### src/rtl/bram_sp_ctrl.sv
// bram_sp_ctrl: valid/ready initiator for a single-port BRAM with a credit-protected 4-entry read response FIFO.
// Ports:
//   clk, rstn                      clock, asynchronous active-low reset
//   i_req_valid/o_req_ready        request handshake; i_req_rw (1 = write), i_req_addr, i_req_data
//   o_rsp_valid/i_rsp_ready        response handshake; o_rsp_data is the FIFO head (show-ahead)
//   o_mem_en/rw/addr/data          registered BRAM command pins
//   i_mem_data, i_mem_dv           BRAM read data and its valid strobe
//   o_busy                         reads outstanding or a command in the issue stage
//   o_err                          sticky: read data strobe seen with no read in flight
module bram_sp_ctrl #(
    parameter int WIDTH = 36,
    parameter int DEPTH = 1024,
    localparam int AW = $clog2(DEPTH)
) (
    input  logic             clk,
    input  logic             rstn,
    input  logic             i_req_valid,
    output logic             o_req_ready,
    input  logic             i_req_rw,
    input  logic [AW-1:0]    i_req_addr,
    input  logic [WIDTH-1:0] i_req_data,
    output logic             o_rsp_valid,
    input  logic             i_rsp_ready,
    output logic [WIDTH-1:0] o_rsp_data,
    output logic             o_mem_en,
    output logic             o_mem_rw,
    output logic [AW-1:0]    o_mem_addr,
    output logic [WIDTH-1:0] o_mem_data,
    input  logic [WIDTH-1:0] i_mem_data,
    input  logic             i_mem_dv,
    output logic             o_busy,
    output logic             o_err
);
    logic [2:0]       outst;
    logic [1:0]       trk;
    logic [2:0]       cnt;
    logic [1:0]       wp, rp;
    logic [WIDTH-1:0] fifo [4];
    logic             accept, rd_acc, pop, issued, push;

    // A credit is reserved at read acceptance, so the FIFO can never hold more than four words.
    assign o_req_ready = rstn && (outst < 3'd4);
    assign accept      = i_req_valid && o_req_ready;
    assign rd_acc      = accept && !i_req_rw;
    assign pop         = o_rsp_valid && i_rsp_ready;
    assign issued      = o_mem_en && !o_mem_rw;
    // Data strobes with nothing in flight (including reads lost across a reset) are dropped.
    assign push        = i_mem_dv && (trk != 2'd0);
    assign o_rsp_valid = cnt != 3'd0;
    assign o_rsp_data  = fifo[rp];
    assign o_busy      = (outst != 3'd0) || o_mem_en;

    always_ff @(posedge clk or negedge rstn) begin
        if (!rstn) begin
            o_mem_en   <= 1'b0;
            o_mem_rw   <= 1'b0;
            o_mem_addr <= '0;
            o_mem_data <= '0;
            outst      <= '0;
            trk        <= '0;
            cnt        <= '0;
            wp         <= '0;
            rp         <= '0;
            o_err      <= 1'b0;
            for (int i = 0; i < 4; i++) fifo[i] <= '0;
        end else begin
            o_mem_en <= accept;
            if (accept) begin
                o_mem_rw   <= i_req_rw;
                o_mem_addr <= i_req_addr;
                o_mem_data <= i_req_data;
            end
            outst <= outst + 3'(rd_acc) - 3'(pop);
            trk   <= trk + 2'(issued) - 2'(push);
            cnt   <= cnt + 3'(push) - 3'(pop);
            if (push) begin
                fifo[wp] <= i_mem_data;
                wp       <= wp + 2'd1;
            end
            if (pop) rp <= rp + 2'd1;
            if (i_mem_dv && trk == 2'd0) o_err <= 1'b1;
        end
    end
endmodule

### config.mk
export PLATFORM = sky130hd
export DESIGN_NAME = bram_sp_ctrl
export DESIGN_NICKNAME = d
export VERILOG_FILES = /design/src/rtl/bram_sp_ctrl.sv
export SDC_FILE = /design/constraint.sdc
export NUM_CORES = 1
export LEC_CHECK = 0
export ABC_AREA = 1
export BUFFER_PORTS_ARGS = -buffer_cell sky130_fd_sc_hd__buf_4
export CORE_MARGIN = 3
export CORE_UTILIZATION = 35
export CTS_CLUSTER_SIZE = 30
export DETAILED_ROUTE_END_ITERATION = 6
export GPL_TIMING_DRIVEN = 0
export PLACE_DENSITY = 0.54
export SYNTH_ARGS = -nofsm -noshare
export SYNTH_HDL_FRONTEND = slang
export SYNTH_SLANG_ARGS = --single-unit
### constraint.sdc
create_clock -name clk -period 5.2 [get_ports clk]
set_clock_uncertainty 0.15 [all_clocks]
set_input_delay 0.52 -clock clk [delete_from_list [all_inputs] [get_ports clk]]
set_output_delay 0.52 -clock clk [all_outputs]
set_load 0.005 [all_outputs]
==> summary.txt <==
Final period util -> 70.5%
Via Count -> 8994
Core Rows -> 60
vias in the first global route -> 9204
Yosys cell types -> 21
clock tree buffer depth -> 3
die span in y -> 174 um
Max Freq -> 0.273 GHz
syn avg cell area -> 7.89 um2
CTS root buf -> clkbuf_16
Yosys warning total -> 0
Worst EP arrival -> 3930 ps
Worst setup SP type -> input pin
status -> finished, final reports clean
max cap viols -> 0
Logic pwr share -> 44.2%
TritonCTS clock tree -> built
number of I/O port buffers -> 174
final hold viol count -> 0
WP data required -> 5470 ps
Setup Viol. Count Final -> 0
Leak -> 6.74 nW
worst setup path class -> in -> reg
DR vias/cell -> 4.90
RSZ-0062 raised after global routing -> no
# diodes -> 0
die footprint -> 30100 um2
initial antenna violation count -> 0
Clock Pin Slew Worst Setup and Hold Paths -> 60 ps
routed len/inst -> 16.8 um
H-tree Lvls -> 1
first-pass GRT wire length -> 50200 um
share of cells above drive strength 1 -> 19.9%
Final Slew Violations -> 0
post-layout util -> 45.7%
synth-to-layout area growth -> 26.8%
I/O Pins -> 176
clk sinks -> 205
initial drt markers -> 621
largest net degree at the start of global routing -> 113
PD cells -> 641 nW/um2
Synth Register Bits -> 205
CP max FO -> 112
dpl hpwl -> 21200 um
worst hold path type -> in -> reg
Multi-input gate area -> 3950 um2
Period minus WS final -> 3670 ps
Chip Width -> 174 um
Seq pwr share -> 34.2%
sequential cell area -> 5130 um2
Cells after Synth -> 1244
Rel. slew slack -> 48.5%
DRT Wirelength -> 30800 um
Nets -> 1546
setup tns final -> 0 ps
FILL cells -> 2826
Core ar. -> 27300 um2
Max VDD drop -> 0.304 mV
drt first pass iters -> 5
Seq/Total Area, Yosys -> 52.2%
antenna-violating nets left -> 0
Post-Synthesis Net Count -> 1344
worst-skew pair later-pin latency -> 530 ps
CP endpoint kind -> flop
Switching Fraction -> 40.2%
Clk pwr share -> 21.6%
slew at the pin closest to its max-slew limit -> 772 ps
synthesized cell area -> 9820 um2
GP Congestion -> 0.810
GR Overflow Total -> 0
CTS Buf Count -> 24
switching power -> 3.20 mW
detailed-route DRC error count -> 0
Cell Int Power -> 4.77 mW
GRT Total Usage -> 20.3%
CTS resizes -> 0
Initial Util -> 36.0%
path summary, 6_finish.rpt:
check                                     start                          to  slack, ps  cells past startpoint
min in group asynchronous                  rstn       fifo[120]$_DFFE_PN0P_        470                      2
min reg2reg                fifo[30]$_DFFE_PN0P_        fifo[30]$_DFFE_PN0P_        310                      2
min                              i_req_data[34]  o_mem_data[34]$_DFFE_PN0N_         30                      3
max                                        rstn          outst[2]$_DFF_PN0_       1530                     14
max reg2reg                  outst[2]$_DFF_PN0_          outst[2]$_DFF_PN0_       2860                     12
max in group asynchronous                  rstn       fifo[142]$_DFFE_PN0P_       3400                      3
per-layer routing:
| layer | part of all wire (%) | track usage, % | vias up |
|---|---|---|---|
| met5 | 0 | 0 | - |
| met4 | 2.1 | 4.63 | 0 |
| met3 | 7.4 | 5.34 | 43 |
| met2 | 46 | 33.0 | 250 |
| met1 | 45 | 27.2 | 4304 |
| li1 | - | - | 4397 |
state kept, by name, indices dropped and copies added, names as in the netlist:
register and cells:
fifo 144, o_mem_data 36, o_mem_addr 10, cnt 3
outst 3, rp 2, trk 2, wp 2
o_err 1, o_mem_en 1, o_mem_rw 1
worst max-delay path: stages:
cell,delay [ps]
dlygate4sd3_1,570
buf_8,560
buf_16,460
nand3_1,250
inv_1,130
buf_2,220
nand2_1,80
ha_1,270
inv_1,50
ha_1,130
inv_1,50
fa_1,380
nand3_1,100
nand2_1,50
placed cells by master, fill, tap and decap left out, drive strengths merged, types with 2 or more instances in the layout:
master | netlist | layout
buf | 68 | 243
clkbuf | 25 | 60
clkinv | 0 | 6
dfrtp | 205 | 205
fa | 2 | 2
ha | 10 | 10
inv | 63 | 64
nand2 | 566 | 566
nand3 | 10 | 10
nand4 | 144 | 144
nor2 | 75 | 75
o21ai | 73 | 73
Yosys cell counts, drive strengths merged:
| cell | number | share of area (%) |
|---|---|---|
| buf | 68 | 4.2 |
| o21ai | 73 | 3.7 |
| ha | 10 | 1.3 |
| nand3 | 10 | 0.79 |
| a31o | 1 | 0.089 |
| inv | 63 | 2.4 |
| nor2 | 75 | 2.9 |
| nand4 | 144 | 9.2 |
| xor2 | 1 | 0.089 |
| nand2 | 566 | 22 |
| fa | 2 | 0.41 |
| xnor2 | 1 | 0.089 |
| clkbuf | 25 | 0.96 |
| dfrtp | 205 | 52 |
layout make-up:
type,instances,share of cell area (%)
inverter,63,1.90
tap,372,3.74
sequential,205,41.2
multi-input combinational,883,31.7
clock buffer,35,5.88
buffer,93,4.06
clock inverter,8,0.643
timing repair buffer,176,10.9
per-stage QoR:
step           cell area [um2]  instances  power (mW)  setup slack (ps)  hold slack [ps]
2_1_floorplan             9820       1244        4.72              3020             74.4
3_3_place_gp             11600       1790        6.25               215              297
3_5_place_dp             11600       1791        6.32              1430              303
4_1_cts                  12400       1835        8.09              1380             12.7
5_1_grt                  12400       1835        8.68              1030             29.0
6_report                 12400       1835        7.98              1530             33.8
power by group through the flow:
stage | registers [mW] | logic (mW) | clock network [mW]
final | 2.73 | 3.52 | 1.72
after global routing | 2.83 | 4.03 | 1.82
after floorplan | 2.68 | 2.03 | 0
after CTS | 2.72 | 3.59 | 1.77
after detailed placement | 2.73 | 3.59 | 0
after global placement | 2.73 | 3.52 | 0
repair_timing:
item / in CTS / in global routing
setup buffers: 0 / 0
endpoints found under the hold margin: 95 / 0
hold buffers: 1 / 0
logic make-up (layout without fill, tap and decap cells):
kind of cell	Yosys count	after routing	share of synthesized area, %
adder cells (fa/ha/maj)	12	12	1.68
AO/OA/AOI/OAI	74	74	3.81
XOR/XNOR	2	2	0.178
buffers and inverters	156	375	7.56
flip-flops	205	205	52.2
AND/OR/NAND/NOR	795	795	34.5
Note: power is estimated with default switching activity, not from simulation.
